## config.mk

```make
export PLATFORM = sky130hd
export DESIGN_NAME = serial_adder
export DESIGN_NICKNAME = d
export VERILOG_FILES = /design/src/rtl/serial_adder.sv
export SDC_FILE = /design/constraint.sdc
export NUM_CORES = 1
export LEC_CHECK = 0
export BUFFER_PORTS_ARGS = -buffer_cell sky130_fd_sc_hd__buf_4
export CORE_MARGIN = 4
export CORE_UTILIZATION = 52
export DETAILED_ROUTE_END_ITERATION = 12
export HOLD_SLACK_MARGIN = 0.02
export PLACE_DENSITY = 0.78
export RECOVER_POWER = 25
export SYNTH_ARGS = -nofsm -noshare
export SYNTH_HDL_FRONTEND = slang
export SYNTH_SLANG_ARGS = --single-unit
```

## constraint.sdc

```tcl
create_clock -name clk -period 1.8 [get_ports clk]
set_clock_uncertainty 0.05 [all_clocks]
set_input_delay 0.36 -clock clk [delete_from_list [all_inputs] [get_ports clk]]
set_output_delay 0.36 -clock clk [all_outputs]
set_load 0.005 [all_outputs]
```

## src/rtl/serial_adder.sv

```systemverilog
// serial_adder: bit-serial WIDTH-bit adder with ready/valid on both sides.
// One full-adder cell plus a carry flop produce the sum LSB-first over
// WIDTH cycles. The full-width sum and carry-out are then held for the
// consumer until it accepts them.
// Optional feature macro: SERIAL_ADDER_OVF_EN adds a registered signed
// overflow output (ovf).
//
// state | meaning
// IDLE  | waiting for operands, in_ready=1
// ADD   | one sum bit per clock through the full-adder cell
// DONE  | result presented, out_valid=1, held until out_ready
module serial_adder #(
  parameter int WIDTH = 8
) (
  input  logic             clk,
  input  logic             rst,
  input  logic             in_valid,
  output logic             in_ready,
  input  logic [WIDTH-1:0] a,
  input  logic [WIDTH-1:0] b,
  input  logic             cin,
  output logic             out_valid,
  input  logic             out_ready,
  output logic [WIDTH-1:0] sum,
  output logic             cout
`ifdef SERIAL_ADDER_OVF_EN
  ,
  output logic             ovf
`endif
);

  localparam int CW = (WIDTH > 1) ? $clog2(WIDTH) : 1;

  typedef enum logic [1:0] {
    IDLE = 2'd0,
    ADD  = 2'd1,
    DONE = 2'd2
  } state_t;

  state_t state, state_nxt;

  logic [WIDTH-1:0] a_sh, b_sh, sum_sh;
  logic [CW-1:0]    cnt;
  logic             c, c_nxt, s_bit;
  logic             cout_r;
  logic             accept, last_bit;

  assign accept   = in_valid && (state == IDLE);
  assign last_bit = (cnt == CW'(WIDTH - 1));

  // The single full-adder cell working on the current LSBs.
  assign s_bit = a_sh[0] ^ b_sh[0] ^ c;
  assign c_nxt = (a_sh[0] & b_sh[0]) | (c & (a_sh[0] ^ b_sh[0]));

  assign sum  = sum_sh;
  assign cout = cout_r;

  // State register.
  always_ff @(posedge clk or posedge rst) begin
    if (rst) state <= IDLE;
    else     state <= state_nxt;
  end

  // Next-state logic; handshake outputs decode from state alone.
  always_comb begin
    state_nxt = state;
    in_ready  = 1'b0;
    out_valid = 1'b0;
    case (state)
      IDLE: begin
        in_ready = 1'b1;
        if (in_valid) state_nxt = ADD;
      end
      ADD: begin
        if (last_bit) state_nxt = DONE;
      end
      DONE: begin
        out_valid = 1'b1;
        if (out_ready) state_nxt = IDLE;
      end
      default: state_nxt = IDLE;
    endcase
  end

  // Operand/sum shift registers, carry flop, bit counter, carry-out capture.
  always_ff @(posedge clk or posedge rst) begin
    if (rst) begin
      a_sh   <= '0;
      b_sh   <= '0;
      sum_sh <= '0;
      c      <= 1'b0;
      cnt    <= '0;
      cout_r <= 1'b0;
    end else if (accept) begin
      a_sh   <= a;
      b_sh   <= b;
      c      <= cin;
      cnt    <= '0;
      sum_sh <= '0;
    end else if (state == ADD) begin
      sum_sh <= {s_bit, sum_sh[WIDTH-1:1]};
      a_sh   <= a_sh >> 1;
      b_sh   <= b_sh >> 1;
      c      <= c_nxt;
      cnt    <= cnt + 1'b1;
      if (last_bit) cout_r <= c_nxt;
    end
  end

`ifdef SERIAL_ADDER_OVF_EN
  logic ovf_r;
  assign ovf = ovf_r;

  // On the MSB cycle c is the carry into bit WIDTH-1 and c_nxt the carry out.
  always_ff @(posedge clk or posedge rst) begin
    if (rst)                          ovf_r <= 1'b0;
    else if (state == ADD && last_bit) ovf_r <= c ^ c_nxt;
  end
`endif

endmodule

```

# After elaboration in Yosys (flattened, before gate mapping)
# Index checks and enable logic that the tools add are counted.
# totals
in_bits,21
output_inout_bits,11
regBits,31
wordCells,41
# op_classes
add_sub_neg,1
muxes,16
eq_ne,6
n_reduce_logical,5
bitwise,6
# op_table
cell,n
8-bit two-way mux,6
2-bit two-way mux,3
3-bit two-way mux,2
"2-bit != test, second input constant",3
2-bit one-hot mux with 3 select lines,1
3-bit AND reduction,2
1-bit two-way mux,4
"3-bit by 1-bit adder with 3-bit output, second input constant",1
"3-bit == test, second input constant",1
1-bit bitwise AND,2
"2-bit by 1-bit == test with 1-bit output, second input constant",1
"2-bit == test, second input constant",1
2-bit zero test,1
2-bit nonzero test,1
1-bit bitwise XOR,2
1-bit logical AND,1
1-bit NOT,1
1-bit bitwise OR,1

# Depth between registers and ports, before layout
# logic_depth
word_depth,5
depth_mapped,5
mapped_depth_nobuf,4

# Worst setup path before layout
# No wires, ideal clock.
# synth_timing
path_kind,reg-to-reg
startpoint,reg cnt[0]
endpoint,"reg cout_r, in the netlist cout"
t_required_ns,1.625
arrival_time_ns,1.114
setup_slack_ns,0.511
setup_time_ns,0.125
period_less_slack_ns,1.289
path_stages_with_launch,5
path_buffers,0
path_cell_list,dfrtp_1 ha_1 ha_1 nand2_1 mux2_4
# synth_via
elab_chain_cells,2
# synth_lines
element,line,rtl
from (decl),43,logic [CW-1:0] cnt;
from (signal assigned),105,cnt <= cnt + 1'b1;
3-bit == test,49,assign last_bit = (cnt == CW'(WIDTH - 1));
3-bit AND reduction (no source line),-,
to (signal assigned),106,if (last_bit) cout_r <= c_nxt;
to (decl),45,logic cout_r;
# Every way passes these cells.
# A chain may end at the register's enable or synchronous reset.

# Final worst setup path
# layout_timing
startpoint,reg state[1]
endpoint,out out_valid
# layout_via
elab_chain_cells,2
# layout_lines
element,line,rtl
from (decl),40,"state_t state, state_nxt;"
from (signal assigned),61,else state <= state_nxt;
2-bit == test,69,case (state)
1-bit two-way mux,69,
to (decl),22,"output logic out_valid,"
# Every way passes these cells.

==> out/results.tsv <==
metric	value	unit
vias	1081	
root_buffer	clkbuf_4	
first_iter_violations	51	
fin_tns_setup	0	ps
grt_pass1_vias	1130	
antenna_cells	0	
stdcell_area	1680	um2
critPathKind	reg -> out	
grt_max_degree	32	
path_clk_slew	90	ps
crit_buf_inv	2	
numCtsBuffers	5	
cts_hold_buf	0	
power.density	1720	nW/um2
core	2500	um2
instances_no_fill	184	
die_area	3510	um2
drtPass1Iterations	4	
wl_per_cell	15.7	um
overflow	0	
ff_latch_area	776	um2
clk_path_buf_depth	2	
dpl_cell_area	1590	um2
dieHeight	59.3	um
worst_slack	129	ps
worst_slew_pin_slew	751	ps
portBuffers	31	
synth_seq_cells	31	
cts.repair.resized	0	
fill_cells	214	
grtUsageMet1	0.244	
crit_fanout	18	
period_needed	1670	ps
syn-instance-count	122	
start_util	0.547	
grt_pass1_wl	5.02	mm
clock-sinks	31	
period_share	0.928	
max_cap_viol_count	0	
grtUsageMet2	0.304	
cts_tree	done	
cp_data_required_time	1390	ps
status	completed	
hold_class	in -> reg	
fin_nets	177	
busiest_layer	met2	
total_power	2.88	mW
synth.distinct_cells	28	
setup.worst_path.start_class	flop	
cp_slowest_cell	dfrtp_1	
multi_input_area	522	um2
dp_cells	176	
maxSlewHeadroom	0.499	
critPathTopFamily	flip-flops	
crit_path_max_incr_delay	450	ps
grt_use_total	0.192	
path_cells	inv_2, nor2_1, buf_4	
finalHoldViolations	0	
cp_data_arrival_time	1260	ps
antenna_found_initial	0	
yosysSeqAreaShare	0.567	
ios	32	
gp_congestion	0.769	
syn-mean-instance-area	11.2	um2
finalSetupViolations	0	
place_ws	312	ps
die_w	59.3	um
p_leak	0.786	nW
syn_to_final_growth	22.7	%
ys_warn_count	0	
syn_area	1370	um2
via_per_inst	5.88	
post-route-drc-count	0	
fmax	0.599	GHz
clk_latency	320	ps
post_cts_buffers	0	
dp_hpwl	2.07	mm
fin_util	0.671	
num_rows	18	
fin_hold_ws	171	ps
wl	2.89	mm
peakVddDrop	0.00114	V
drtAntennaViolNets	0	
grt_use_met3	0.0588	
synth_nets	146	
cp-end-kind	output port	
drv_slew	0	
htree_levels	2	
rsz0062_at_grt	false	
drive_gt1_frac	0.292	
synth_stat cells:
cell type | count | area [um2]
dfrtp_1 | 31 | 776
o22ai_1 | 19 | 119
a21oi_1 | 15 | 75.1
a22o_1 | 10 | 87.6
nor2_1 | 10 | 37.5
buf_2 | 5 | 25.0
nand2_1 | 4 | 15.0
nand2b_1 | 4 | 25.0
buf_6 | 2 | 22.5
ha_1 | 2 | 25.0
inv_2 | 2 | 7.51
o21ai_1 | 2 | 10.0
a21boi_1 | 1 | 7.51
a41o_1 | 1 | 10.0
and2b_1 | 1 | 7.51
buf_4 | 1 | 7.51
clkbuf_1 | 1 | 3.75
fa_1 | 1 | 20.0
inv_1 | 1 | 3.75
mux2_4 | 1 | 15.0
nand3b_1 | 1 | 7.51
o21ai_0 | 1 | 5.00
o21ba_1 | 1 | 10.0
o21bai_2 | 1 | 11.3
o221a_1 | 1 | 11.3
o31ai_1 | 1 | 7.51
or2_1 | 1 | 6.26
or3b_1 | 1 | 8.76
worst paths after layout:
kind	startpoint	end	slack, ps	depth (start not counted)
min in group asynchronous	rst	sum[6]	190	3
setup reg to reg	state[1]	cout	300	3
max in group asynchronous	rst	sum[2]	1030	3
hold / removal	out_ready	state[1]	170	2
hold reg to reg	cnt[0]	cnt[0]	440	1
setup / recovery	state[1]	out_valid	130	3
final cells by class:
class | count | share of cell area
clock buffer | 6 | 0.0306
inverter | 3 | 0.00671
tap | 30 | 0.0224
clock inverter | 2 | 0.0209
timing repair buffer | 33 | 0.146
multi-input combinational | 79 | 0.311
sequential | 31 | 0.462
per-layer routing:
metal	routed length, um	up-vias
met5	0	-
met4	42	0
met3	166	7
met2	1410	35
met1	1270	519
li1	-	520
flip-flops by register name (all words and copies together), names as in the netlist:
name,cells
a_sh,8
b_sh,8
c,1
cnt,3
cout,1
state,2
sum,8
logic make-up (layout without fill, tap and decap cells):
group / Yosys count / in the layout / synth area share
AO/OA/AOI/OAI: 53 / 53 / 0.259
flip-flops: 31 / 31 / 0.567
AND/OR/NAND/NOR: 22 / 22 / 0.0787
buffers and inverters: 12 / 44 / 0.0512
adder cells (fa/ha/maj): 3 / 3 / 0.0329
multiplexers: 1 / 1 / 0.0110
layout by cell type (no fill, tap or decap), drive strengths merged, types with 2 or more instances in the layout:
cell type	Yosys	final
dfrtp	31	31
buf	8	31
o22ai	19	19
a21oi	15	15
a22o	10	10
nor2	10	10
clkbuf	1	8
nand2b	4	4
nand2	4	4
inv	3	3
o21ai	3	3
ha	2	2
where the power goes:
part | switching, mW | total, mW | internal [mW]
combinational | 0.528 | 1.08 | 0.556
sequential | 0.222 | 1.23 | 1.01
clock | 0.237 | 0.565 | 0.328
total | 0.986 | 2.88 | 1.89
Power figures use the tool's default switching activity.
